==> src/rtl/vecmac_accum.sv <==
// Streaming 4-lane dot-product accumulator: lane-sum stage, wrapping accumulator
// with beat counting, and a 2-entry result FIFO with a sticky drop flag.
module vecmac_accum #(
   parameter int ACC_W = 32,
   parameter int CNT_W = 16
) (
   input  logic             clk,
   input  logic             rst_n,
   input  logic             in_valid,
   input  logic [63:0]      in_product,
   input  logic             in_last,
   input  logic             clr,
   output logic             out_valid,
   input  logic             out_ready,
   output logic [ACC_W-1:0] out_sum,
   output logic [CNT_W-1:0] out_beats,
   output logic             out_ovf,
   output logic             drop_err
);

   typedef enum logic {IDLE, ACCUM} state_t;

   state_t state, state_next;

   logic             s1_valid;
   logic             s1_last;
   logic [17:0]      s1_lsum;
   logic [17:0]      lane_sum;

   logic [ACC_W-1:0] acc;
   logic [CNT_W-1:0] cnt;
   logic             ovf;

   logic [ACC_W:0]   sum_ext;
   logic [CNT_W-1:0] cnt_inc;
   logic             cnt_sat;
   logic             ovf_new;

   logic             push;
   logic             pop;
   logic             fifo_full;
   logic             push_ok;
   logic             drop;

   logic [ACC_W-1:0] fifo_sum   [2];
   logic [CNT_W-1:0] fifo_beats [2];
   logic             fifo_ovf   [2];
   logic             wr_ptr;
   logic             rd_ptr;
   logic [1:0]       count;

   assign lane_sum = 18'(in_product[15:0])  + 18'(in_product[31:16])
                   + 18'(in_product[47:32]) + 18'(in_product[63:48]);

   // Stage 1: a beat arriving together with clr is never loaded.
   always_ff @(posedge clk or negedge rst_n) begin
      if (!rst_n) begin
         s1_valid <= 1'b0;
         s1_last  <= 1'b0;
         s1_lsum  <= '0;
      end else begin
         s1_valid <= in_valid & ~clr;
         s1_last  <= in_last;
         s1_lsum  <= lane_sum;
      end
   end

   assign sum_ext = {1'b0, acc} + (ACC_W+1)'(s1_lsum);
   assign cnt_sat = (cnt == {CNT_W{1'b1}});
   assign cnt_inc = cnt_sat ? cnt : cnt + CNT_W'(1);
   assign ovf_new = ovf | sum_ext[ACC_W] | cnt_sat;

   always_ff @(posedge clk or negedge rst_n) begin
      if (!rst_n) state <= IDLE;
      else        state <= state_next;
   end

   always_comb begin
      state_next = state;
      if (clr) begin
         state_next = IDLE;
      end else if (s1_valid) begin
         case (state)
            IDLE:    state_next = s1_last ? IDLE : ACCUM;
            ACCUM:   state_next = s1_last ? IDLE : ACCUM;
            default: state_next = IDLE;
         endcase
      end
   end

   // A last beat in stage 2 pushes even when clr is high in the same cycle.
   always_comb begin
      push      = s1_valid & s1_last;
      pop       = (count != 2'd0) & out_ready;
      fifo_full = (count == 2'd2);
      push_ok   = push & (~fifo_full | pop);
      drop      = push & fifo_full & ~pop;
   end

   always_ff @(posedge clk or negedge rst_n) begin
      if (!rst_n) begin
         acc <= '0;
         cnt <= '0;
         ovf <= 1'b0;
      end else if (clr || push) begin
         acc <= '0;
         cnt <= '0;
         ovf <= 1'b0;
      end else if (s1_valid) begin
         acc <= sum_ext[ACC_W-1:0];
         cnt <= cnt_inc;
         ovf <= ovf_new;
      end
   end

   always_ff @(posedge clk or negedge rst_n) begin
      if (!rst_n) begin
         for (int i = 0; i < 2; i++) begin
            fifo_sum[i]   <= '0;
            fifo_beats[i] <= '0;
            fifo_ovf[i]   <= 1'b0;
         end
         wr_ptr   <= 1'b0;
         rd_ptr   <= 1'b0;
         count    <= 2'd0;
         drop_err <= 1'b0;
      end else begin
         if (push_ok) begin
            fifo_sum[wr_ptr]   <= sum_ext[ACC_W-1:0];
            fifo_beats[wr_ptr] <= cnt_inc;
            fifo_ovf[wr_ptr]   <= ovf_new;
            wr_ptr             <= ~wr_ptr;
         end
         if (pop) rd_ptr <= ~rd_ptr;
         case ({push_ok, pop})
            2'b10:   count <= count + 2'd1;
            2'b01:   count <= count - 2'd1;
            default: count <= count;
         endcase
         if (drop) drop_err <= 1'b1;
      end
   end

   assign out_valid = (count != 2'd0);
   assign out_sum   = out_valid ? fifo_sum[rd_ptr]   : '0;
   assign out_beats = out_valid ? fifo_beats[rd_ptr] : '0;
   assign out_ovf   = out_valid ? fifo_ovf[rd_ptr]   : 1'b0;

endmodule

==> config.mk <==
export PLATFORM = sky130hd
export DESIGN_NAME = vecmac_accum
export DESIGN_NICKNAME = d
export VERILOG_FILES = /design/src/rtl/vecmac_accum.sv
export SDC_FILE = /design/constraint.sdc
export NUM_CORES = 1
export LEC_CHECK = 0
export CORE_ASPECT_RATIO = 0.8
export CORE_MARGIN = 2
export CORE_UTILIZATION = 51
export DETAILED_ROUTE_END_ITERATION = 6
export PLACE_DENSITY = 0.77
export SLEW_MARGIN = 10
export SYNTH_ARGS = -nofsm -noshare
export SYNTH_HDL_FRONTEND = slang
export SYNTH_SLANG_ARGS = --single-unit
==> constraint.sdc <==
create_clock -name clk -period 2.4 [get_ports clk]
set_input_delay 0.36 -clock clk [delete_from_list [all_inputs] [get_ports clk]]
set_output_delay 0.36 -clock clk [all_outputs]
set_load 0.01 [all_outputs]
==> reports/results.tsv <==
stage	metric	value	unit
run_status	outcome	complete, but fails checks	
run_status	failing checks	negative setup slack	
yosys	number of synthesized flops with an enable pin	0	
setup_path	WS Path Type	in -> reg	
pwr	VDD IR max	0.0005577	V
timing	worst slew pin tran	0.6632	ns
yosys	Yosys top cell area share	42.92	%
yosys	Area contributors post-synth	dfrtp_1 43%, fa_1 6.6%, nand2_1 6.4%, o21ai_0 6.4%, mux2i_1 5.1%	
die	boundary pin count	121	
setup_path	worst path cell trace	buf_8 -> inv_8 -> fa_1 -> inv_1 -> fa_2 -> ha_4 -> fa_2 -> a21oi_4 -> o21ai_2 -> or2_4 -> o21ai_4 -> a21oi_2 -> a21o_1 -> a21oi_2 -> xnor2_1	
setup_path	RR Endpoint	acc[29]	
setup_path	worst path arrival time	3.23	ns
timing	final number of setup-violating endpoints	56	
drt	total routed wirelength	26480	µm
yosys	most instantiated cells after synthesis	172 x dfrtp_1, 171 x nand2_1, 128 x o21ai_0	
global_route	vias in the first global route	8372	
finish	n_diodes	0	
worst_hold_path	Hold Path Class	in -> reg	
timing	Max Clock Skew	0.01432	ns
clock_network	Clock Path Buffers	2	
setup_path	crit end category	register	
clock_network	Sink Count	172	
worst_hold_path	Min-Delay Endpoint	s1_last	
timing	Final WS setup	-0.4746	ns
die	Die ar.	20810	µm²
setup_path	Startpoint Class	input pin	
yosys	post-synthesis sequential area ratio	42.92	%
drt	1st-pass router iterations	5	
yosys	syn_nets	1230	
drt	via count	8745	
placed_design	port bufs	120	
timing	Tmin final	2.875	ns
drt	via/cell ratio	5.668	
yosys	post-synth cell types	54	
setup_path	flop2flop setup slack	-0.21	ns
timing	final period utilization	119.8	%
clock_network	TritonCTS clock tree	yes	
yosys	Post-Syn Area	10030	µm²
setup_path	WP data required	2.76	ns
flow_run	Max Cap Violations	0	
placed_design	RD Place Congestion	0.8801	
yosys	Synth warnings	0	
setup_path	critical path's top delay family	adder cells	
drt	ANT nets after route	0	
clock_network	CTS H-tree lvls	4	
timing	Hold Violations, Final	0	
clock_network	Clock Tree Root	clkbuf_16	
finish	final core utilization	71.99	%
timing	RSZ-0062 raised after global routing	yes	
die	die height	129.4	µm
die	Die W	160.8	µm
drt	DRC	0	
setup_path	CP bufs+invs	3	
placed_design	detailed placement HPWL	16170	µm
die	starting density of the core	52.39	%
worst_hold_path	hold path cells	1	
die	Site Rows	45	
global_route	first-pass GRT wire length	40660	µm
finish	fraction of final layout cells sized beyond drive strength 1	24.67	%
setup_path	Crit-path slowest cell	fa_1	
timing	f_max	347.9	MHz
finish	Layout area overhead	37.42	%
yosys	syn avg cell area	9.200	µm²
global_route	Overall Global Routing Usage	24.29	%
die	core area	19140	µm²
global_route	initial antenna violation count	0	
yosys	cell count after synthesis	1090	
setup_path	R2R depth	10	
setup_path	r2r startpoint	acc[10]	
setup_path	worst-path fanout max	2	
timing	Worst slew margin	55.45	%
yosys	Async SR Flop Fraction	100.0	%
pwr	Pwr Total	12.85	mW
yosys	top-count cell post-synth	dfrtp_1	
setup_path	crit-path max cell delay	0.52	ns
yosys	area leader, netlist	dfrtp_1	
pwr	Power Density	932.1	nW/µm²
finish	NumNets Final	1413	
clock_network	Reg clk slew, reported paths	0.06	ns
clock_network	cts bufs inserted	17	
global_route	largest net degree at the start of global routing	66	
drt	initial drt markers	734	
drt	DR WL/cell	17.16	µm
worst_hold_path	Hold Crit Start	in_last	
global_route	GR Overflow Total	0	
pwr	leakage power	6.317	nW
yosys	Yosys reg bits	172	
clock_network	Clk Latency, worst-skew pair	0.44	ns
timing	Slew Limit Fails	0	
yosys	Synth Flop Type	dfrtp_1	
timing	Hold Slack	0.3652	ns
## power breakdown
| part | switching (mW) | total, mW | leakage, nW | internal (mW) |
|---|---|---|---|---|
| combinational | 3.24 | 6.29 | 3.79 | 3.05 |
| clock | 1.18 | 2.60 | 0.255 | 1.43 |
| sequential | 0.406 | 3.96 | 2.27 | 3.55 |
## state kept, by name (all words and copies together) (netlist names)
| register | count |
|---|---|
| rd_ptr | 1 |
| s1_last | 1 |
| acc | 32 |
| s1_lsum | 18 |
| drop_err | 1 |
| s1_valid | 1 |
| fifo_sum | 64 |
| fifo_beats | 32 |
| cnt | 16 |
| fifo_ovf | 2 |
| ovf | 1 |
| wr_ptr | 1 |
| count | 2 |
## cells in the final DEF, fill, tap and decap left out, types with 8 or more instances in the layout
cell type,netlist,final
a21o_1,10,10
mux2i_1,51,46
mux2_2,14,13
fa_1,33,26
dfrtp_1,172,170
inv_1,95,80
a31oi_1,19,13
a22o_1,12,12
nand4_1,8,8
buf_6,0,15
o21ai_1,2,41
xor2_1,21,14
dlygate4sd2_1,0,20
nand2_1,171,165
xnor2_2,0,8
o21ai_0,128,71
clkdlybuf4s50_1,0,88
ha_4,0,14
ha_1,37,19
xnor2_1,35,20
o21ai_2,2,15
a21oi_2,1,10
nor2_1,87,74
nor2_2,0,9
buf_4,1,74
clkbuf_16,0,18
a21oi_1,37,25
nand3_1,16,14
inv_2,0,14
## metal layers
| layer | GRT usage, % | vias to the layer above | share of wire, % |
|---|---|---|---|
| met5 | 0 | - | 0 |
| met3 | 5.026 | 54 | 5.5 |
| met4 | 5.987 | 0 | 2.0 |
| met1 | 31.70 | 4357 | 42 |
| li1 | - | 4022 | - |
| met2 | 42.17 | 312 | 51 |
## area by class of cell
cell class                      count  area (µm²)
Clock buffer                       18       429.2
Fill cell                        1333        5363
Tap cell                          258       322.8
Inverter                           95       364.1
Clock inverter                     13       117.6
Sequential cell                   172        4307
Multi-Input combinational cell    769        6175
Timing Repair Buffer              218        2066
## worst max path at each step
| stage | cells after the start | endpoint | start |
|---|---|---|---|
| 2_1_floorplan | 14 | s1_lsum[15] | in_product[1] |
| 3_3_place_gp | 15 | s1_lsum[15] | in_product[1] |
| 3_5_place_dp | 15 | s1_lsum[15] | in_product[1] |
| 4_1_cts | 15 | s1_lsum[15] | in_product[1] |
| 5_1_grt | 15 | s1_lsum[15] | in_product[1] |
| 6_report | 15 | s1_lsum[15] | in_product[1] |
## per-stage QoR
stage | instance area (µm²) | instances | TNS, ns | setup slack, ns
2_1_floorplan | 10210 | 1090 | -4.935 | -0.7312
3_3_place_gp | 12180 | 1490 | -17.80 | -1.458
3_5_place_dp | 12180 | 1490 | -19.74 | -1.493
4_1_cts | 13180 | 1531 | -4.409 | -0.4674
5_1_grt | 13780 | 1543 | -12.88 | -0.5659
6_report | 13780 | 1543 | -7.280 | -0.4746
## kinds of logic after synthesis
family          Yosys count  share of synthesized area (%)
mux                      65                          6.662
buf+inv                 149                          5.677
compound gates          240                          14.04
flops                   172                          42.92
simple gates            338                          14.61
xor+xnor                 56                          4.891
fa+ha+maj                70                          11.20
## timing repair
| action | CTS | global route |
|---|---|---|
| gates resized for setup | 160 | 118 |
| cloned | 0 | 1 |
| setup endpoints to repair | 77 | 127 |
| setup buffers | 12 | 12 |
| hold buffers | 1 | 0 |
| hold endpoints to repair | 61 | 0 |
| pin swaps | 85 | 53 |
(Power assumes the default switching activity.)
